## src/rtl/ram_pkg.sv

```systemverilog
// ram_pkg: shared RAM geometry and burst reader FSM encoding
package ram_pkg;
  localparam int DEPTH = 8;
  localparam int ADDR_WIDTH = $clog2(DEPTH);
  typedef enum logic [2:0] {IDLE, REQ, CAP, SEND, DONE} state_t;
endpackage

```

## src/rtl/ram_reader.sv

```systemverilog
// ram_reader: burst reader streaming words from a registered-output RAM over a valid/ready port
module ram_reader #(
  parameter int DATA_WIDTH = 8,
  parameter int DEPTH = 8,
  localparam int ADDR_WIDTH = $clog2(DEPTH)
) (
  input  logic                  clock,
  input  logic                  reset,
  input  logic                  start,
  input  logic [ADDR_WIDTH-1:0] start_addr,
  input  logic [ADDR_WIDTH:0]   len,
  output logic                  ram_en,
  output logic                  ram_we,
  output logic [ADDR_WIDTH-1:0] ram_addr,
  input  logic [DATA_WIDTH-1:0] ram_do,
  output logic [DATA_WIDTH-1:0] out_data,
  output logic                  out_valid,
  input  logic                  out_ready,
  output logic                  out_last,
  output logic                  busy,
  output logic                  done
);
  import ram_pkg::*;
  state_t state_q, state_d;
  logic [ADDR_WIDTH-1:0] cur_addr_q, cur_addr_d;
  logic [ADDR_WIDTH:0] rem_q, rem_d, len_clamped;
  logic [DATA_WIDTH-1:0] data_q, data_d;
  logic valid_q, valid_d, last_q, last_d, en_q, en_d, busy_q, busy_d, done_q, done_d;
  assign len_clamped = (len > (ADDR_WIDTH+1)'(DEPTH)) ? (ADDR_WIDTH+1)'(DEPTH) : len;
  always_comb begin
    state_d = state_q;
    cur_addr_d = cur_addr_q;
    rem_d = rem_q;
    data_d = data_q;
    valid_d = valid_q;
    last_d = last_q;
    unique case (state_q)
      IDLE: if (start) begin
        state_d = (len == '0) ? DONE : REQ;
        cur_addr_d = (len == '0) ? cur_addr_q : start_addr;
        rem_d = (len == '0) ? rem_q : len_clamped;
      end
      REQ: state_d = CAP;
      CAP: begin
        data_d = ram_do;
        last_d = rem_q == (ADDR_WIDTH+1)'(1);
        valid_d = 1'b1;
        state_d = SEND;
      end
      SEND: if (out_ready) begin
        valid_d = 1'b0;
        state_d = last_q ? DONE : REQ;
        cur_addr_d = last_q ? cur_addr_q
                   : (cur_addr_q == ADDR_WIDTH'(DEPTH-1)) ? '0 : cur_addr_q + 1'b1;
        rem_d = last_q ? rem_q : rem_q - 1'b1;
      end
      DONE: state_d = IDLE;
      default: state_d = IDLE;
    endcase
    // strobes are registered copies of the upcoming state so they align with it
    en_d = state_d == REQ;
    busy_d = state_d != IDLE;
    done_d = state_d == DONE;
  end
  always_ff @(posedge clock) begin
    if (reset) begin
      state_q <= IDLE;
      cur_addr_q <= '0;
      rem_q <= '0;
      data_q <= '0;
      valid_q <= 1'b0;
      last_q <= 1'b0;
      en_q <= 1'b0;
      busy_q <= 1'b0;
      done_q <= 1'b0;
    end else begin
      state_q <= state_d;
      cur_addr_q <= cur_addr_d;
      rem_q <= rem_d;
      data_q <= data_d;
      valid_q <= valid_d;
      last_q <= last_d;
      en_q <= en_d;
      busy_q <= busy_d;
      done_q <= done_d;
    end
  end
  assign ram_en = en_q;
  assign ram_we = 1'b0;
  assign ram_addr = cur_addr_q;
  assign out_data = data_q;
  assign out_valid = valid_q;
  assign out_last = last_q;
  assign busy = busy_q;
  assign done = done_q;
endmodule

```

## config.mk

```make
export PLATFORM = sky130hd
export DESIGN_NAME = ram_reader
export DESIGN_NICKNAME = d
export VERILOG_FILES = /design/src/rtl/ram_pkg.sv /design/src/rtl/ram_reader.sv
export SDC_FILE = /design/constraint.sdc
export NUM_CORES = 1
export LEC_CHECK = 0
export BUFFER_PORTS_ARGS = -buffer_cell sky130_fd_sc_hd__buf_2
export CORE_UTILIZATION = 48
export CTS_CLUSTER_SIZE = 8
export DETAILED_ROUTE_END_ITERATION = 12
export PLACE_DENSITY = 0.86
export SYNTH_ARGS = -nofsm -noshare
export SYNTH_HDL_FRONTEND = slang
export SYNTH_SLANG_ARGS = --single-unit
```

## constraint.sdc

```tcl
create_clock -name clock -period 1.8 [get_ports clock]
set_input_delay 0.18 -clock clock [delete_from_list [all_inputs] [get_ports clock]]
set_output_delay 0.18 -clock clock [all_outputs]
set_load 0.02 [all_outputs]
```

After elaboration in Yosys (flattened, before gate mapping)
Index checks and enable logic that the tools add are counted.
{"block": "totals", "ff_bits": 23, "in_bits": 19, "output_inout_bits": 17}
{"block": "classes", "addsub": 2, "order_cmp": 1, "n_eq_ne": 11, "muxes": 19, "reduce_logical": 7}
{"cell": "3-bit 2-to-1 mux", "n": 9}
{"cell": "4-bit 2-to-1 mux", "n": 5}
{"cell": "3-bit case mux with 4 select lines", "n": 1}
{"cell": "2-bit != test (second input constant)", "n": 4}
{"cell": "4-bit case mux with 2 select lines", "n": 1}
{"cell": "3-bit by 1-bit == test with 1-bit output (second input constant)", "n": 2}
{"cell": "3-bit by 2-bit == test with 1-bit output (second input constant)", "n": 2}
{"cell": "3-bit == test (second input constant)", "n": 2}
{"cell": "3-bit case mux with 2 select lines", "n": 1}
{"cell": "5-bit AND reduction", "n": 1}
{"cell": "4-bit by 1-bit == test with 1-bit output (second input constant)", "n": 1}
{"cell": "4-bit > comparator (second input constant)", "n": 1}
{"cell": "4-bit logical NOT", "n": 1}
{"cell": "2-bit nonzero test", "n": 2}
{"cell": "4-bit by 1-bit subtractor with 4-bit output (second input constant)", "n": 1}
{"cell": "3-bit by 1-bit adder with 3-bit output (second input constant)", "n": 1}
{"cell": "3-bit logical NOT", "n": 1}
{"cell": "3-bit nonzero test", "n": 1}
{"cell": "1-bit case mux with 2 select lines", "n": 1}
{"cell": "2-bit AND reduction", "n": 1}
{"cell": "1-bit 2-to-1 mux", "n": 1}

Longest topological paths before layout
Gate-level depths: netlist of the first run.
{"block": "logic_depth", "ltp_word": 5, "depth_mapped": 5, "ltp_nobuf": 5}

Worst setup path before layout of the first run
No wires, ideal clock.
{"block": "synth_timing", "path_type": "register -> register", "from": "register state_q[2]", "to": "register rem_q[0]", "setup_time_ps": 74, "arrival_ps": 1319, "required_time_ps": 1726, "setup_slack_ps": 406, "stages_incl_launch_ff": 5, "path_buffers": 0, "synth_period_minus_slack_ps": 1394, "path_cell_list": "dfxtp_1 nor4b_4 a2bb2oi_2 or3_1 a31oi_1"}
{"block": "synth_between", "elab_chain_cells": 3, "elab_cells_between_ends": 9}
{"element": "start, declared", "line": "ram_reader.sv:24", "text": "state_t state_q, state_d;"}
{"element": "start signal, assigned", "line": "ram_reader.sv:77", "text": "state_q <= state_d;"}
{"element": "3-bit by 2-bit == test with 1-bit output / 3-bit logical NOT (equally long branches)", "line": "ram_reader.sv:37", "text": "unique case (state_q)"}
{"element": "2-bit != test (no source line) / 2-bit nonzero test (equally long branches)"}
{"element": "5-bit AND reduction (no source line)"}
{"element": "end signal, assigned", "line": "ram_reader.sv:79", "text": "rem_q <= rem_d;"}
{"element": "end, declared", "line": "ram_reader.sv:26", "text": "logic [ADDR_WIDTH:0] rem_q, rem_d, len_clamped;"}
Several ways; a longest one is shown, not always the timed one.
A chain may end at the register's enable or synchronous reset.

Final worst setup path of the first run
{"block": "layout_timing", "from": "register state_q[0]", "to": "register cur_addr_q[1] (netlist: ram_addr[1])"}
{"block": "layout_between", "elab_chain_cells": 3, "elab_cells_between_ends": 9}
{"element": "3-bit by 2-bit == test with 1-bit output / 3-bit logical NOT (equally long branches)", "line": "ram_reader.sv:37"}
{"element": "2-bit != test (no source line) / 2-bit nonzero test (equally long branches)"}
{"element": "5-bit AND reduction (no source line)"}
{"element": "end signal, assigned", "line": "ram_reader.sv:78", "text": "cur_addr_q <= cur_addr_d;"}
{"element": "end, declared", "line": "ram_reader.sv:25", "text": "logic [ADDR_WIDTH-1:0] cur_addr_q, cur_addr_d;"}
Several ways; a longest one is shown, not always the timed one.

==> impl_results.md, run 1 <==
* Run status: finished clean
* Startpoint class of the critical path: register
* Unique masters post-synth at 32
* Core Region at 2002 µm²
* Per-cell routed wire length at 12.39 µm
* Number of flops mapped to enable cells by yosys at 0
* Internal power at 731.0 µW
* Crit path capture type: register
* Final number of setup-violating endpoints at 0
* Critical Path AT at 1.80 ns
* Global Route Usage Sum at 19.21%
* PD cells at 804.2 nW/µm²
* WS Path Type: register to register
* Unrepaired setup endpoints after global routing: false
* DR vias at 934
* Slew Viols, Final at 0
* Placer congestion estimate at 0.8117
* First-pass GRT wire length at 3553 µm
* Largest net degree at the start of global routing at 22
* Crit path required time at 2.01 ns
* Vias in the first global route at 810
* Clk buf depth at 2
* First drt pass iteration count at 4
* Clock Skews at 0.01200 ns
* Register-to-register setup slack at 0.21 ns
* Clock Root Buffer: clkbuf_4
* Switch Pwr at 300.4 µW
* Die area at 2378 µm²
* Top cells by area, synth: dfxtp_1 (44%), mux2i_1 (9.5%), nor2_1 (6.4%), ha_1 (4.8%), a211oi_1 (3.6%)
* Starting Density at 52.44%
* FF-to-FF Start: state_q[0]
* Max Fclk at 0.6275 GHz
* Max cap viols at 0
* Overflow after GRT at 0
* Mean post-synth cell area at 9.543 µm²
* Initial antenna violation count at 0
* Post-Place Cells at 169
* Residual DRC at 0
* Ys Warns at 0
* Hold crit path type: input port to register
* Register area share after synthesis at 43.86%
* DP HPWL at 1666 µm
* WL final at 2143 µm
* Final ANT Viol Nets at 0
* Clk slew on worst S/H paths at 0.12 ns
* Die Width at 48.77 µm
* Worst Setup EP: ram_addr[1]
* Cts repair resizes at 0
* Synth Instances at 110
* H-tree depth at 1
* Iteration-0 DRC Markers at 17
* Nets at 170
* Skew-Pair Late Insertion Delay at 0.30 ns
* Final period util at 88.53%
* #FFs+latches synth at 23
* RR Endpoint: ram_addr[1]
* Layout area overhead at 22.17%
* Reg2Reg Depth at 4
* Setup tns final at 0 ns
* Primary FF master, synth: dfxtp_1
* Post-synth top area share at 43.86%
* Rows at 16
* Hold Buf Count CTS at 0
* Finished Layout Cells at 173
* Share of cells above drive strength 1 at 32.19%
* Final Critical Period at 1.594 ns
* Peak VDD IR at 0.4666 mV
* CTS tree: built
* Die height at 48.77 µm
* Clk pwr share at 22.0%
* Final hold vios at 0
* Leakage at 0.0005983 µW
* Post-synth ARST share at 0%
* Crit path from: state_q[0]
* Vias per cell at 5.399
* Num CTS Buffers at 3
* Post-CTS Setup Repair Bufs at 0
* IO Pins at 36
* # diodes at 0
* Fillers at 172
* Port Buffers at 34
* Sink Count at 23
* Comb pwr share at 21.8%
* Syn_nets at 133
* Synth area leader: dfxtp_1
* CP Max Fanout at 9
* Switch share at 29.12%
* Cell Area, Synth at 1050 µm²
* Flop pwr share at 56.2%
==> stage by stage <==
step	hold slack (ns)	utilization [%]	total power (µW)	setup slack [ns]	instance area (µm²)
after floorplan	0.2645	-	738.9	0.4062	1050
after global placement	0.4140	62.75	804.8	0.2852	1256
after global routing	0.1084	64.06	1093	0.04322	1282
final	0.1113	64.06	1031	0.2064	1282
after CTS	0.1099	64.06	1039	0.1886	1282
after detailed placement	0.4259	62.75	817.1	0.2249	1256
==> routing by layer <==
metal  global-route usage [%]  wire [µm]  vias to the layer above
li1                         -          -                      470
met3                    3.774        114                        0
met5                        0          0                        -
met1                    22.57        930                      430
met4                    2.941          0                        0
met2                    36.11       1098                       34
==> logic make-up (layout without fill, tap and decap cells) <==
logic type                 count (synthesis)  after routing  share of synthesized area, %
and+or+nand+nor                           39             39                         21.33
DFF                                       23             23                         43.86
AOI/OAI and AO/OA                         22             22                         14.90
muxes                                     11             11                         10.61
buffers and inverters                     10             46                         4.172
adders and majority gates                  4              4                         4.768
other                                      1              1                        0.3572
==> worst min path at each step <==
stage,start,to,slack (ns),cells past startpoint
3_5_place_dp,ram_do[1],out_data[1],0.43,3
5_1_grt,ram_do[2],out_data[2],0.11,3
4_1_cts,ram_do[2],out_data[2],0.11,3
6_report,ram_do[2],out_data[2],0.11,3
2_1_floorplan,reset,state_q[1],0.26,1
3_3_place_gp,ram_do[6],out_data[6],0.41,3
==> area by class of cell <==
cell class	count	area (µm²)	share of cell area, %
clock buffers	4	26.28	2.049
inverters	5	18.77	1.463
multi-input cells	77	550.5	42.93
flip-flops and latches	23	460.4	35.90
well taps	27	33.78	2.634
repair buffers	37	192.7	15.02
==> cells in the mapped netlist, types with 2 or more instances <==
master	instances
a211oi_1	5
a21oi_1	6
buf_2	2
clkbuf_1	2
dfxtp_1	23
ha_1	4
inv_1	5
mux2i_1	10
nand2_1	2
nand3_1	3
nor2_1	18
nor3_1	3
nor3b_1	2
nor4_1	2
o21ai_0	5
or3_1	2
==> sequential cells by signal, summed over array words and instances, names as in the netlist <==
name / count
busy: 1
done: 1
out_data: 8
out_last: 1
out_valid: 1
ram_addr: 3
ram_en: 1
rem_q: 4
state_q: 3
==> critical path: stages, from the launching register on <==
cell and delay, ns:
dfxtp_1 0.54, nand4b_2 0.23, o2bb2ai_2 0.40, nor2_1 0.08, a211oi_1 0.26
==> power by group through the flow <==
stage,Clock [µW],Combinational (µW),Sequential (µW)
2_1_floorplan,0,121,618
3_3_place_gp,0,217,588
3_5_place_dp,0,226,591
4_1_cts,232,227,580
5_1_grt,260,246,587
6_report,227,225,579
==> cell usage in the layout (no fill, tap or decap), types with 3 or more instances in the layout <==
master	synthesis	routed
a211oi_1	5	5
o21ai_0	5	5
nor2_1	18	18
inv_1	5	5
buf_4	1	3
nand3_1	3	3
mux2i_1	10	10
buf_2	2	34
dfxtp_1	23	23
clkbuf_4	0	3
ha_1	4	4
a21oi_1	6	6
nor3_1	3	3
Note: power is estimated with default switching activity, not from simulation.
==> run 2, diff against run 1 <==
--- a/config.mk
+++ b/config.mk
@@ -8,6 +8,7 @@
 export BUFFER_PORTS_ARGS = -buffer_cell sky130_fd_sc_hd__buf_2
-export CORE_UTILIZATION = 48
+export CORE_UTILIZATION = 51
+export CTS_BUF_LIST = sky130_fd_sc_hd__clkbuf_8
 export CTS_CLUSTER_SIZE = 8
 export DETAILED_ROUTE_END_ITERATION = 12
-export PLACE_DENSITY = 0.86
+export PLACE_DENSITY = 0.9
 export SYNTH_ARGS = -nofsm -noshare
==> constraint.sdc (replaced) <==
create_clock -name clock -period 1.6 [get_ports clock]
set_input_delay 0.16 -clock clock [delete_from_list [all_inputs] [get_ports clock]]
set_output_delay 0.16 -clock clock [all_outputs]
set_load 0.05 [all_outputs]
==> run 2 against run 1 <==
Against the previous run: cell count increased by 1.2%; clock skew decreased by 0.0035 ns; clock power increased by 61%; first-iteration DRC count decreased by 18%; maximum frequency increased by 5.9%; final area increased by 4.6%; total power increased by 32%; die area decreased by 5.6%; wire length increased by 1.4%; sequential power increased by 13%; count of clock-buffer cells in the layout decreased by 1; flip-flop and latch count unchanged.
==> impl_results.md, run 2 (same netlist as run 1, synthesis figures left out) <==
* Hold Startpoint: ram_do[7]
* Placer congestion estimate at 0.8405 (+3.5%)
* Hold crit path type: input port to register
* Die area at 2244 µm² (-5.6%)
* Initial antenna violation count at 0 (unchanged)
* Nets at 172 (+1.2%)
* Hold Buf Count CTS at 0 (unchanged)
* Die Width at 47.37 µm (-2.9%)
* FF-to-FF Start: state_q[2]
* Final Core Density at 69.07% (+5.0 points)
* PD cells at 1011 nW/µm² (+26%)
* Final ANT Viol Nets at 0 (unchanged)
* Commonest cells after routing, fill and taps aside: buf_2 (34), dfxtp_1 (21), nor2_1 (18)
* Crit path from: state_q[2]
* CTS tree: built
* Max Fclk at 0.6644 GHz (+5.9%)
* Final number of setup-violating endpoints at 0 (unchanged)
* Run status: finished clean
* Vias in the first global route at 796 (-1.7%)
* H-tree depth at 1 (unchanged)
* IO Pins at 36 (unchanged)
* Peak VDD IR at 0.8432 mV (+81%)
* Die height at 47.37 µm (-2.9%)
* Critical Path AT at 1.66 ns (-0.14 ns)
* Per-cell routed wire length at 12.41 µm (+0.19%)
* Crit path capture type: register
* Starting Density at 54.06% (+1.6 points)
* Overflow after GRT at 0 (unchanged)
* Skew-Pair Late Insertion Delay at 0.27 ns (-0.03 ns)
* Final Critical Period at 1.505 ns (-0.08846 ns)
* Crit path required time at 1.75 ns (-0.26 ns)
* Layout area overhead at 27.77%
* Num CTS Buffers at 3 (unchanged)
* Slew Viols, Final at 0 (unchanged)
* Largest register FFs at 8 (unchanged)
* Largest net degree at the start of global routing at 18 (-18%)
* Iteration-0 DRC Markers at 14 (-3)
* First drt pass iteration count at 4 (unchanged)
* Leakage at 0.0006372 µW (+6.5%)
* Clock Skews at 0.008534 ns (-0.003465 ns)
* Fillers at 166 (-3.5%)
* Setup tns final at 0 ns (unchanged)
* First-pass GRT wire length at 3222 µm (-9.3%)
* Unrepaired setup endpoints after global routing: false
* WS Path Type: register to register
* Vias per cell at 5.434 (+0.66%)
* DP HPWL at 1628 µm (-2.3%)
* Final period util at 94.07% (+5.5 points)
* Commonest non-fill, non-tap cell in the layout: buf_2
* CP Max Fanout at 8 (-1)
* Final hold vios at 0 (unchanged)
* # diodes at 0 (unchanged)
* DR vias at 951 (+1.8%)
* Clk slew on worst S/H paths at 0.09 ns (-0.03 ns)
* Share of cells above drive strength 1 at 35.14% (+2.9 points)
* Max cap viols at 0 (unchanged)
* Residual DRC at 0 (unchanged)
* Startpoint class of the critical path: register
* Clock Root Buffer: clkbuf_8
* Clk buf depth at 2 (unchanged)
* WL final at 2172 µm (+1.4%)
* Core Region at 1942 µm² (-3.0%)
* Global Route Usage Sum at 20.28% (+1.1 points)
* Sink Count at 23 (unchanged)
* Register-to-register setup slack at 0.09 ns (-0.11 ns)
* Port Buffers at 34 (unchanged)
* Rows at 16 (unchanged)
## run 2: cell count changes in the layout (fill, tap and decap cells not counted), moves of 2 or more
cell and change:
dfxtp_1 -2, dfxtp_2 +2, clkbuf_4 -3, buf_4 +2, clkbuf_8 +3
## run 2: area by class of cell
cell class,count,area (µm²),area share (%)
Multi-Input combinational cell,77,571.8,42.63
Tap cell,27,33.78,2.519
Timing Repair Buffer,39,207.7,15.49
Inverter,5,18.77,1.399
Clock inverter,1,5.005,0.3731
Clock buffer,3,41.29,3.078
Sequential cell,23,462.9,34.51
## run 2: report_power, final
group / switching, µW / internal [µW] / total [µW]
Clock: 191 / 174 / 365
Combinational: 216 / 120 / 337
Sequential: 38.4 / 616 / 655
Total: 446 / 911 / 1360
## run 2: final timing paths
check                endpoint  cells after the start
hold reg to reg   out_data[7]                      2
setup / recovery         busy                      4
setup reg to reg         busy                      4
hold / removal    out_data[7]                      3
## run 2: critical path, stage by stage, from the launching register on
cell and delay (ns):
dfxtp_1 0.52, nand4b_4 0.25, a2bb2oi_1 0.24, nor2_1 0.08, or3_1 0.30
## run 2: through the flow
| stage | worst slack (ns) | power, µW | cells | cell area [µm²] | hold WS [ns] |
|---|---|---|---|---|---|
| 2_1_floorplan | 0.06786 | 901.0 | 110 | 1050 | 0.2445 |
| 3_3_place_gp | 0.1096 | 977.8 | 170 | 1264 | 0.3928 |
| 3_5_place_dp | 0.07359 | 990.9 | 170 | 1264 | 0.3986 |
| 4_1_cts | 0.06320 | 1351 | 174 | 1310 | 0.1180 |
| 5_1_grt | 0.02079 | 1413 | 175 | 1341 | 0.1339 |
| 6_report | 0.09484 | 1357 | 175 | 1341 | 0.1161 |
## run 2: what timing repair did
action | in CTS | in global routing
gates resized for setup | 0 | 4
endpoints found under the setup margin | 0 | 5
setup buffers | 0 | 1
## run 2: per-layer routing
metal	GRT usage (%)	share of wire, %	wire length, µm
met1	25.76	45	982
met2	33.97	49	1055
met3	5.385	5.6	122
met4	5.143	0.51	11
met5	0	0	0
==> run 3, diff against run 2 <==
Settings changed: GPL_TIMING_DRIVEN from default to 0.
==> run 3 against run 2 <==
Against the previous run: maximum frequency is 3.1% lower; total power fell by 2.4%; register-to-register slack got worse by 0.05 ns; highest routed layer unchanged.
==> impl_results.md, run 3 (same netlist as run 1, synthesis figures left out) <==
* Run status: finished clean
* Commonest non-fill, non-tap cell in the layout: buf_2
* Vias in the first global route at 898 (+13%)
* Register-to-register setup slack at 0.05 ns (-0.05 ns)
* Global Route Usage Sum at 22.56% (+2.3 points)
* Leakage at 0.0006087 µW (-4.5%)
* Crit path capture type: register
* Residual DRC at 0 (unchanged)
* Die Width at 47.37 µm (unchanged)
* Num CTS Buffers at 3 (unchanged)
* Post-CTS Setup Repair Bufs at 0 (unchanged)
* Post-route cell area at 1303 µm² (-2.9%)
* Reg2Reg Depth at 4 (unchanged)
* Share of cells above drive strength 1 at 31.76% (-3.4 points)
* # diodes at 0 (unchanged)
* First drt pass iteration count at 4 (unchanged)
* Initial antenna violation count at 0 (unchanged)
* Worst Hold End: state_q[1]
* Overflow after GRT at 0 (unchanged)
* RR Endpoint: rem_q[0]
* Peak VDD IR at 0.7596 mV (-9.9%)
* Crit path required time at 1.78 ns (+0.03 ns)
* First-pass GRT wire length at 3581 µm (+11%)
* Die area at 2244 µm² (unchanged)
* PD cells at 1016 nW/µm² (+0.46%)
* Clock Root Buffer: clkbuf_8
* Vias per cell at 5.389 (-0.84%)
* Hold depth at 2 (-1)
* DP HPWL at 1692 µm (+3.9%)
* WS Path Type: register to register
* Fin worst setup slack at 0.04740 ns (-0.04744 ns)
* Hold Startpoint: reset
* Final period util at 97.04% (+3.0 points)
* Final ANT Viol Nets at 0 (unchanged)
* Port Buffers at 34 (unchanged)
* Max Fclk at 0.6441 GHz (-3.1%)
* IO Pins at 36 (unchanged)
* Largest register FFs at 8 (unchanged)
* Sink Count at 23 (unchanged)
* Clock Skews at 0.007470 ns (-0.001063 ns)
* H-tree depth at 1 (unchanged)
* Core Region at 1942 µm² (unchanged)
* Commonest cells after routing, fill and taps aside: buf_2 (35), dfxtp_1 (22), nor2_1 (18)
* Hold crit path type: input port to register
* Rows at 16 (unchanged)
* WL final at 2296 µm (+5.7%)
* Critical Path AT at 1.73 ns (+0.07 ns)
* Clk buf depth at 2 (unchanged)
* Final Core Density at 67.07% (-2.0 points)
* Critical-path top delay cell: nor4b_4
* Overall power at 1323 µW (-2.4%)
* Die height at 47.37 µm (unchanged)
* Final Critical Period at 1.553 ns (+0.04744 ns)
* Clk slew on worst S/H paths at 0.07 ns (-0.02 ns)
* Fillers at 167 (+0.60%)
* Largest net degree at the start of global routing at 13 (-5)
* Max cap viols at 0 (unchanged)
* CTS tree: built
* CP peak stage delay at 0.41 ns (-0.11 ns)
* Final number of setup-violating endpoints at 0 (unchanged)
* FF-to-FF Start: state_q[1]
* Starting Density at 54.06% (unchanged)
* Layout area overhead at 24.08%
* Pre-CTS setup slack at 0.03897 ns (-0.03461 ns)
* Placer congestion estimate at 0.8804 (+4.7%)
* Final hold vios at 0 (unchanged)
* Slew Viols, Final at 0 (unchanged)
* DR vias at 943 (-0.84%)
* Nets at 172 (unchanged)
* Skew-Pair Late Insertion Delay at 0.26 ns (about the same)
* CP top delay family: simple AND/OR/NAND/NOR gates
* Iteration-0 DRC Markers at 17 (+3)
* Unrepaired setup endpoints after global routing: true
* CP Max Fanout at 7 (-1)
* Startpoint class of the critical path: register
* Cell chain of the critical path: nor4b_4 > a2bb2oi_2 > or3_1 > a31oi_1
* Critical path buffers and inverters at 0 (unchanged)
* Per-cell routed wire length at 13.12 µm (+5.7%)
* Placed inst area at 1254 µm² (-0.79%)
==> run 3: metrics by stage <==
step | setup TNS, ns | std cells | hold slack, ns
after floorplan | 0 | 110 | 0.2445
after CTS | 0 | 175 | 0.1025
after global placement | 0 | 171 | 0.3602
after detailed placement | 0 | 171 | 0.3749
final | 0 | 175 | 0.1104
after global routing | -0.3673 | 175 | 0.1180
==> run 3: layer usage <==
layer / wire, µm / up-vias / global-route usage (%)
li1: - / 470 / -
met1: 962 / 438 / 24.53
met2: 1216 / 33 / 44.11
met3: 100 / 2 / 4.615
met4: 17 / 0 / 4.571
met5: 0 / - / 0
==> run 3: layout make-up <==
cell class | count | area (µm²) | share of cell area [%]
multi-input cells | 77 | 545.5 | 41.88
flip-flops and latches | 23 | 461.7 | 35.45
repair buffers | 34 | 170.2 | 13.06
clock buffers | 3 | 41.29 | 3.170
well taps | 27 | 33.78 | 2.594
plain buffers | 5 | 27.53 | 2.113
inverters | 5 | 18.77 | 1.441
clock inverters | 1 | 3.754 | 0.2882
==> run 3: where the power goes <==
group / switching [µW] / total, µW / internal (µW)
Clock: 172 / 343 / 171
Combinational: 218 / 329 / 112
Sequential: 35.6 / 651 / 615
==> run 3: worst max-delay path by stage <==
stage,slack (ns),from,cells past startpoint,endpoint
after detailed placement,0.04,state_q[2],4,busy
after global routing,-0.08,state_q[0],4,rem_q[0]
after floorplan,0.07,out_last,4,busy
after CTS,0.02,state_q[2],4,busy
after global placement,0.09,len[1],5,busy
final,0.05,state_q[1],4,rem_q[0]
==> run 3: worst reg2reg max path: cells and delay by family, from the launching register on <==
kind,cells,cell delay (ns)
simple gates,2,0.79
compound gates,2,0.31
flops,1,0.39
==> run 3: timing repair <==
action,CTS,global route
resized for setup,0,2
setup endpoints to repair,0,16
hold buffers,0,0
